<file path="config.mk">
export PLATFORM = sky130hd
export DESIGN_NAME = fourphase_rr_arbiter
export DESIGN_NICKNAME = d
export VERILOG_FILES = /design/src/rtl/fourphase_rr_arbiter.sv
export SDC_FILE = /design/constraint.sdc
export NUM_CORES = 1
export LEC_CHECK = 0
export BUFFER_PORTS_ARGS = -buffer_cell sky130_fd_sc_hd__buf_4
export CAP_MARGIN = 20
export CORE_MARGIN = 4
export CORE_UTILIZATION = 37
export DETAILED_ROUTE_END_ITERATION = 10
export PLACE_DENSITY = 0.68
export SLEW_MARGIN = 20
export SYNTH_ARGS = -nofsm -noshare
export SYNTH_HDL_FRONTEND = slang
export SYNTH_SLANG_ARGS = --single-unit
export TNS_END_PERCENT = 5
</file>
<file path="constraint.sdc">
create_clock -name clk -period 3.6 [get_ports clk]
set_input_delay 0.72 -clock clk [delete_from_list [all_inputs] [get_ports clk]]
set_output_delay 0.72 -clock clk [all_outputs]
set_load 0.03 [all_outputs]
</file>
<file path="src/rtl/fourphase_rr_arbiter.sv">
// Round-robin arbiter that hands one shared four-phase resource to N four-phase requesters.
// The winner's request is relayed to the resource. The resource acknowledge is relayed back to
// the winner. The pointer then moves past the winner so every waiting requester gets a turn.
module fourphase_rr_arbiter #(
  parameter int unsigned N = 4
) (
  input  logic                 clk,
  input  logic                 rst,
  input  logic [N-1:0]         req,
  output logic [N-1:0]         ack,
  output logic [N-1:0]         gnt,
  output logic [$clog2(N)-1:0] owner,
  output logic                 res_req,
  input  logic                 res_ack,
  output logic                 busy,
  output logic                 err
);

  localparam int unsigned W = $clog2(N);

  localparam logic [1:0] StIdle   = 2'd0;
  localparam logic [1:0] StWaitUp = 2'd1;
  localparam logic [1:0] StHold   = 2'd2;
  localparam logic [1:0] StWaitDn = 2'd3;

  logic [1:0]   state_q, state_d;
  logic [W-1:0] ptr_q, ptr_d;
  logic [W-1:0] owner_q, owner_d;
  logic [N-1:0] gnt_q, gnt_d;
  logic [N-1:0] ack_q, ack_d;
  logic         res_req_q, res_req_d;
  logic         err_q, err_d;

  logic [W-1:0] pick;
  logic         pick_vld;
  logic         own_req;
  logic [W-1:0] owner_inc;

  // Circular search for the first active request at or above the pointer
  always_comb begin
    int unsigned idx;
    idx      = 0;
    pick     = ptr_q;
    pick_vld = 1'b0;
    for (int unsigned k = 0; k < N; k++) begin
      idx = (32'(ptr_q) + k) % N;
      if (!pick_vld && req[idx]) begin
        pick     = idx[W-1:0];
        pick_vld = 1'b1;
      end
    end
  end

  assign own_req   = req[owner_q];
  assign owner_inc = (32'(owner_q) == N - 1) ? '0 : owner_q + W'(1);

  // Handshake sequencing: grant, relay ack up, wait for release, relay ack down
  always_comb begin
    state_d   = state_q;
    ptr_d     = ptr_q;
    owner_d   = owner_q;
    gnt_d     = gnt_q;
    ack_d     = ack_q;
    res_req_d = res_req_q;
    err_d     = err_q;
    unique case (state_q)
      StIdle: begin
        // res_ack is deliberately not looked at here
        if (pick_vld) begin
          owner_d   = pick;
          gnt_d     = N'(1) << pick;
          res_req_d = 1'b1;
          state_d   = StWaitUp;
        end
      end
      StWaitUp: begin
        // Owner withdrew before its ack: flag it, but still finish the handshake
        if (!own_req) err_d = 1'b1;
        if (res_ack) begin
          ack_d   = N'(1) << owner_q;
          state_d = StHold;
        end
      end
      StHold: begin
        if (!own_req) begin
          res_req_d = 1'b0;
          state_d   = StWaitDn;
        end
      end
      StWaitDn: begin
        if (!res_ack) begin
          ack_d   = '0;
          gnt_d   = '0;
          ptr_d   = owner_inc;
          state_d = StIdle;
        end
      end
      default: state_d = StIdle;
    endcase
  end

  // State registers with synchronous reset that aborts any handshake in flight
  always_ff @(posedge clk) begin
    if (rst) begin
      state_q   <= StIdle;
      ptr_q     <= '0;
      owner_q   <= '0;
      gnt_q     <= '0;
      ack_q     <= '0;
      res_req_q <= 1'b0;
      err_q     <= 1'b0;
    end else begin
      state_q   <= state_d;
      ptr_q     <= ptr_d;
      owner_q   <= owner_d;
      gnt_q     <= gnt_d;
      ack_q     <= ack_d;
      res_req_q <= res_req_d;
      err_q     <= err_d;
    end
  end

  assign ack     = ack_q;
  assign gnt     = gnt_q;
  assign owner   = owner_q;
  assign res_req = res_req_q;
  assign busy    = (state_q != StIdle);
  assign err     = err_q;

endmodule

</file>
After elaboration in Yosys (flattened, before gate mapping)
Index checks and enable logic that the tools add are counted.
{"block": "op_classes", "bitwise": 2, "addsub": 4, "n_mux": 31, "eq_ne": 8, "reduce_logical": 18, "magnitude_cmp": 5, "n_shift": 2}
{"op": "$mux W2", "count": 8}
{"op": "$pmux W4 S2", "count": 2}
{"op": "$lt A2 B3 Y1 const B", "count": 5}
{"op": "$mux W4", "count": 3}
{"op": "$mux W1", "count": 11}
{"op": "$bmux W1 S2", "count": 5}
{"op": "$reduce_and A3 Y1", "count": 3}
{"op": "$ne A2 B2 Y1 const B", "count": 4}
{"op": "$pmux W2 S4", "count": 1}
{"op": "$reduce_bool A2 Y1", "count": 4}
{"op": "$shl A1 B2 Y4 const A", "count": 2}
{"op": "$eq A2 B2 Y1 const B", "count": 3}
{"op": "$reduce_and A2 Y1", "count": 3}
{"op": "$add A2 B1 Y2 const B", "count": 2}
{"op": "$add A2 B2 Y2 const B", "count": 2}
{"op": "$reduce_and A4 Y1", "count": 1}
{"op": "$logic_and A1 B1 Y1", "count": 3}
{"op": "$logic_not A1 Y1", "count": 3}
{"op": "$eq A2 B1 Y1 const B", "count": 1}
{"op": "$logic_not A2 Y1", "count": 1}
{"op": "$not A1 Y1", "count": 2}
{"op": "$pmux W1 S2", "count": 1}
{"block": "word_totals", "ff_bits": 16, "inputBits": 7, "out_inout_bits": 13}

Logic depth before layout (Yosys ltp)
Gate-level depths: netlist of run 1.
{"block": "depth", "word_depth": 15, "depth_mapped": 7, "mapped_depth_nobuf": 7}

Least setup slack after synthesis of run 1
No wires, ideal clock.
{"block": "synth_timing", "kind": "input port to flip-flop", "startpoint": "input res_ack", "endpoint": "register state_q[1]", "path_stages": 6, "path_buffers": 1, "path_slack_ps": 1691, "arrival_ps": 1781, "path_cell_list": "clkbuf_1 mux2_2 a221oi_4 nor2_1 a21oi_1 nor2_1"}
{"block": "synth_between", "elab_chain_cells": 2, "elab_cells_between_ends": 3, "cone_classes": "2 x eq/ne; 1 x reduce/logical"}
{"element": "start, declared", "line_no": "14", "text": "input logic res_ack,"}
{"element": "$ne A2 B2 Y1 (no source line)"}
{"element": "$reduce_and A4 Y1 (no source line) (*)"}
{"element": "end signal, assigned", "line_no": "105", "text": "state_q <= StIdle;"}
{"element": "end signal, assigned", "line_no": "113", "text": "state_q <= state_d;"}
{"element": "end, declared", "line_no": "26", "text": "logic [1:0] state_q, state_d;"}
Mark *: on every way between the ends. The rest lies on a longest branch, timed or not.
A chain may end at the register's enable or synchronous reset.

Worst setup path in the final report of run 1
{"block": "layout_timing", "startpoint": "register state_q[0]", "endpoint": "output busy"}
{"block": "layout_between", "elab_chain_cells": 1}
{"element": "$reduce_bool A2 Y1", "line_no": "127", "text": "assign busy = (state_q != StIdle);"}
{"element": "end, declared", "line_no": "15", "text": "output logic busy,"}
Every way passes these cells.

==> reports/metrics.csv, run 1 <==
metric;value;unit
status;finished, final reports clean;
dieArea;0.003406;sq mm
cts_buffers;3;
min_from;gnt[1]$_SDFFE_PP0P_;
seq_area;320.3;sq um
yosysUniqueCellTypes;29;
ff2ff_setup_slack;1.74;ns
r2r_cells;5;
ctsHoldBuffers;0;
synth_cells;109;
ys.flop_type;dfxtp_1;
cts-root-buf;clkbuf_4;
grt_overflow;0;
setup_viol;0;
finalCriticalPeriod;2.019;ns
cp_slowest_cell;dfxtp_1;
row_count;17;
numClockSinks;16;
cts_setup_buffers;0;
hold_slack;0.4629;ns
ys_seq_elements;16;
critPathCaptureType;primary output;
cap_viol_max_count;0;
cts_tree;built;
fmax;495.3;MHz
multi_input_area;576.8;sq um
critPathRequiredTime;2.88;ns
min_period_over_period;0.5608;
core;0.002318;sq mm
grt_first_pass_wirelength;3491;microns
syn-num-nets;125;
worstSetupPathType;register to primary output;
finalMaxSlewViolations;0;
grt_pass1_vias;774;
synth-edff-count;0;
reg2reg_from;state_q[0]$_SDFFE_PP0P_;
synth_area;938.4;sq um
slew_headroom;0.5012;
drive_above_1_share;0.2344;
wire_per_inst;13.37;microns
gp_congestion;0.7063;
syn-mean-instance-area;8.609;sq um
layout.cells.non_filler;156;
whs_path_depth;2;
io-pin-count;20;
cts_max_level;1;
pwr_density_cell;688.4;mW/mm^2
path_max_fanout;4;
arrival;1.30;ns
yosysSeqAreaShare;0.3413;
route.vias.total;837;
slowest_delay;0.39;ns
crit_chain;inv_1 > ha_1 > inv_1 > buf_4;
cts_max_path_buffers;2;
peakVddDrop;372.7;uV
final_nets;145;
synthArstFlopShare;0;
drt_wl_total;2086;microns
postCtsResizedCells;0;
drt_iter0_markers;20;
antenna_found_initial;0;
hold_viol;0;
path_common_cell;inv_1;
dp_cells;152;
dp_hpwl;1545;microns
grt_setup_unrepaired;false;
fp.dieW;58.36;microns
clk_latency;0.29;ns
antenna_cells;0;
p_total;783.0;uW
initial_core_util;0.4047;
ant_nets;0;
hold_class;register to register;
clkTransAtPathRegs;0.11;ns
first_pass_iters;4;
crit_start;state_q[0]$_SDFFE_PP0P_;
clock_skew;0.007933;ns
vias_per_cell;5.365;
start_kind;register;
yosysWarnings;0;
p_leak;0.0004776;uW
drc_errors;0;
grt_max_degree;18;
fin_setup_tns;0;ns
die_y;58.36;microns
worst_pin_slew;0.7385;ns
grtUsageTotal;0.1363;
holdPathEnd;gnt[1]$_SDFFE_PP0P_;
num-fill-cells;231;
port_buffers;19;
syn_to_final_growth;21.20;%
r2r-end;gnt[2]$_SDFFE_PP0P_;
worst max-delay path, delay by kind of cell, from the launching register on:
family / cells / cell delay (ns)
flops: 1 / 0.39
buf+inv: 3 / 0.36
fa+ha+maj: 1 / 0.27
cell families (layout without fill, tap and decap cells):
group	count (synthesis)	count (layout)	share of synthesized area
DFF	16	16	0.3413
AOI/OAI and AO/OA	29	29	0.2227
and+or+nand+nor	39	39	0.2040
muxes	5	5	0.06800
adders and majority gates	9	9	0.1200
buffers and inverters	11	30	0.04400
metrics by stage:
step | utilization | cell area, sq um | setup slack [ns]
floorplan | - | 938.4 | 1.691
global placement | 0.4749 | 1101 | 1.501
detailed placement | 0.4749 | 1101 | 1.435
CTS | 0.4906 | 1137 | 1.561
global route | 0.4906 | 1137 | 1.485
finish | 0.4906 | 1137 | 1.581
per-layer routing:
layer | track usage | vias up | share of wire
met5 | 0 | - | 0
met4 | 0.09603 | 0 | 0.013
met3 | 0.03509 | 2 | 0.049
met2 | 0.2041 | 20 | 0.48
met1 | 0.1689 | 392 | 0.46
li1 | - | 423 | -
flip-flops by register name, summed over array words and instances (netlist names):
name	flops
gnt	4
ack	4
err	1
res_req	1
ptr_q	2
owner	2
state_q	2
cell usage after synthesis (all sizes together), types with 2 or more instances:
cell	n	share of area
nor2	18	0.072
dfxtp	16	0.34
a21oi	11	0.059
ha	9	0.12
inv	7	0.028
o21ai	7	0.037
nand2	5	0.020
nor3	5	0.027
a2111oi	4	0.037
clkbuf	4	0.016
nor2b	4	0.027
mux2i	3	0.032
nor4	2	0.020
layout by cell type, fill, tap and decap left out, types with 3 or more instances in the layout:
cell type and count:
nor2b_1 4, a21oi_1 11, dfxtp_1 16, mux2i_1 3
o21ai_0 6, nand2_1 5, clkbuf_4 3, nor2_1 18
ha_1 9, buf_4 19, nor3_1 5, inv_1 7
a2111oi_0 4
where the power goes:
group          switching (uW)  total, uW  internal (uW)
Clock                    62.3        124           61.6
Sequential               32.7        251            218
Combinational             250        408            159
Total                     345        783            438
worst max-delay path by stage:
| stage | end | slack, ns | cells after the start |
|---|---|---|---|
| final | busy | 1.58 | 4 |
| after global routing | busy | 1.48 | 4 |
| after CTS | busy | 1.56 | 4 |
| after floorplan | state_q[1]$_SDFFE_PP0P_ | 1.69 | 6 |
| after detailed placement | gnt[0]$_SDFFE_PP0P_ | 1.44 | 6 |
| after global placement | state_q[1]$_SDFFE_PP0P_ | 1.50 | 6 |
layout make-up:
type / count / share of cell area
inverter: 7 / 0.02310
clock buffer: 4 / 0.03190
multi-input combinational: 82 / 0.5072
sequential: 16 / 0.2816
timing repair buffer: 19 / 0.1254
tap: 28 / 0.03080
No activity file was read; power rests on OpenSTA's default activity.
==> inputs of run 2 (changes only) <==
==> constraint.sdc (replaced) <==
create_clock -name clk -period 1.9 [get_ports clk]
set_input_delay 0.38 -clock clk [delete_from_list [all_inputs] [get_ports clk]]
set_output_delay 0.38 -clock clk [all_outputs]
set_load 0.03 [all_outputs]
==> reports/metrics.csv, run 2 (synthesis results as in run 1) <==
metric;value;unit;change
final_nets;152;;was 145
grt_first_pass_wirelength;3367;microns;was 3491 microns
pwr_density_cell;1234;mW/mm^2;was 688.4 mW/mm^2
power_switching;639.4;uW;was 344.6 uW
gp_congestion;0.7787;;was 0.7063
num-fill-cells;236;;was 231
antenna_cells;0;;unchanged
syn_to_final_growth;25.33;%;was 21.20%
port_buffers;19;;unchanged
path_max_fanout;4;;unchanged
seqPwrFrac;0.322;;was 0.320
pwr-share-clk;0.122;;was 0.158
io-pin-count;20;;unchanged
start_kind;register;;unchanged
drc_errors;0;;unchanged
mostFrequentLayoutCell;buf_4;;unchanged
slowest_delay;0.40;ns;was 0.39 ns
grtUsageTotal;0.1313;;was 0.1363
grt_overflow;0;;unchanged
cp_slowest_cell;dfxtp_1;;unchanged
fmax;594.7;MHz;
setup_viol;0;;unchanged
path_common_cell;inv_1;;unchanged
postCtsResizedCells;0;;unchanged
dr_wl_met3;88;microns;was 103 microns
grt_setup_unrepaired;false;;unchanged
p_sw_frac;0.4407;;was 0.4401
hold_viol;0;;unchanged
cts_max_level;1;;unchanged
clk_latency;0.28;ns;was 0.29 ns
drt_wl_total;2031;microns;was 2086 microns
power_frac_comb;0.555;;was 0.521
critPathRequiredTime;1.52;ns;was 2.88 ns
drive_above_1_share;0.2687;;was 0.2344
drt_iter0_markers;17;;was 20
hold_slack;0.3937;ns;was 0.4629 ns
numClockSinks;16;;unchanged
drt-met1-wl;974;microns;was 961 microns
wire_per_inst;12.54;microns;was 13.37 microns
dr_wl_met2;941;microns;was 993 microns
first_pass_iters;4;;unchanged
top_layer;met4;;unchanged
grt_max_degree;18;;unchanged
worst_pin_slew;0.3610;ns;was 0.7385 ns
fin_setup_tns;0;ns;unchanged
grt_pass1_vias;753;;was 774
antenna_found_initial;0;;unchanged
clkTransAtPathRegs;0.09;ns;was 0.11 ns
ant_nets;0;;unchanged
finalMaxSlewViolations;0;;unchanged
dp_hpwl;1606;microns;was 1545 microns
clock_skew;0.001168;ns;was 0.007933 ns
ctsHoldBuffers;0;;unchanged
crit_chain;inv_1 > ha_1 > inv_1 > buf_4;;unchanged
p_total;1451;uW;was 783.0 uW
route.vias.total;856;;was 837
p_leak;0.0005076;uW;was 0.0004776 uW
cts_setup_buffers;0;;unchanged
cap_viol_max_count;0;;unchanged
cts_buffers;3;;unchanged
cts_tree;built;;unchanged
critPathCaptureType;primary output;;unchanged
row_count;17;;unchanged
cts-root-buf;clkbuf_4;;unchanged
fp.dieW;58.36;microns;unchanged
vias_per_cell;5.284;;was 5.365
hold_class;input port to register;;was register to register
die_y;58.36;microns;unchanged
p_int;811.4;uW;was 438.4 uW
peakVddDrop;702.8;uV;was 372.7 uV
arrival;1.30;ns;about the same
worstSetupPathType;register to primary output;;unchanged
initial_core_util;0.4047;;unchanged
dieArea;0.003406;sq mm;unchanged
cts_max_path_buffers;2;;unchanged
min_period_over_period;0.8850;;
slew_headroom;0.7531;;was 0.5012
finalCriticalPeriod;1.681;ns;
layout_common_cells;26 x buf_4, 18 x nor2_1, 16 x dfxtp_1;;was 19 x buf_4, 18 x nor2_1, 16 x dfxtp_1
status;finished, final reports clean;;unchanged
core;0.002318;sq mm;unchanged
## run 2: final cells by class
cell class | count | area [sq um] | share of cell area
multi-input cells | 82 | 576.8 | 0.4904
flip-flops and latches | 16 | 320.3 | 0.2723
repair buffers | 26 | 195.2 | 0.1660
well taps | 28 | 35.03 | 0.02979
inverters | 7 | 26.28 | 0.02234
clock buffers | 3 | 22.52 | 0.01915
## run 2: per-layer routing
| metal | vias up | global-route usage |
|---|---|---|
| li1 | 443 | - |
| met1 | 395 | 0.1624 |
| met2 | 16 | 0.2026 |
| met3 | 2 | 0.04167 |
| met4 | 0 | 0.06954 |
| met5 | - | 0 |
## run 2: power groups by stage
| stage | registers, uW | clock network (uW) | logic, uW |
|---|---|---|---|
| after floorplan | 581 | 0 | 455 |
| after global placement | 471 | 0 | 797 |
| after detailed placement | 477 | 0 | 809 |
| after CTS | 469 | 187 | 811 |
| after global routing | 481 | 208 | 879 |
| final | 467 | 178 | 806 |
## run 2: metrics by stage
stage | worst slack (ns) | area (sq um) | instances | utilization
finish | 0.2186 | 1176 | 162 | 0.5073
global route | 0.1124 | 1176 | 162 | 0.5073
CTS | 0.1969 | 1176 | 162 | 0.5073
detailed placement | 0.1176 | 1154 | 159 | 0.4976
global placement | 0.1711 | 1154 | 159 | 0.4976
floorplan | 0.02363 | 938.4 | 109 | -
## run 2: worst paths after layout
check,start,to,slack [ns],cells after the start
worst max-delay path,state_q[0]$_SDFFE_PP0P_,busy,0.22,4
worst max register to register,owner[0]$_SDFFE_PP0P_,state_q[0]$_SDFFE_PP0P_,0.23,4
worst min register to register,gnt[1]$_SDFFE_PP0P_,gnt[1]$_SDFFE_PP0P_,0.46,2
worst min-delay path,rst,state_q[0]$_SDFFE_PP0P_,0.39,2
## run 2: critical path, delay by kind of cell, from the launching register on
family / cells / cell delay, ns
DFF: 1 / 0.40
buffers and inverters: 3 / 0.36
adders and majority gates: 1 / 0.27
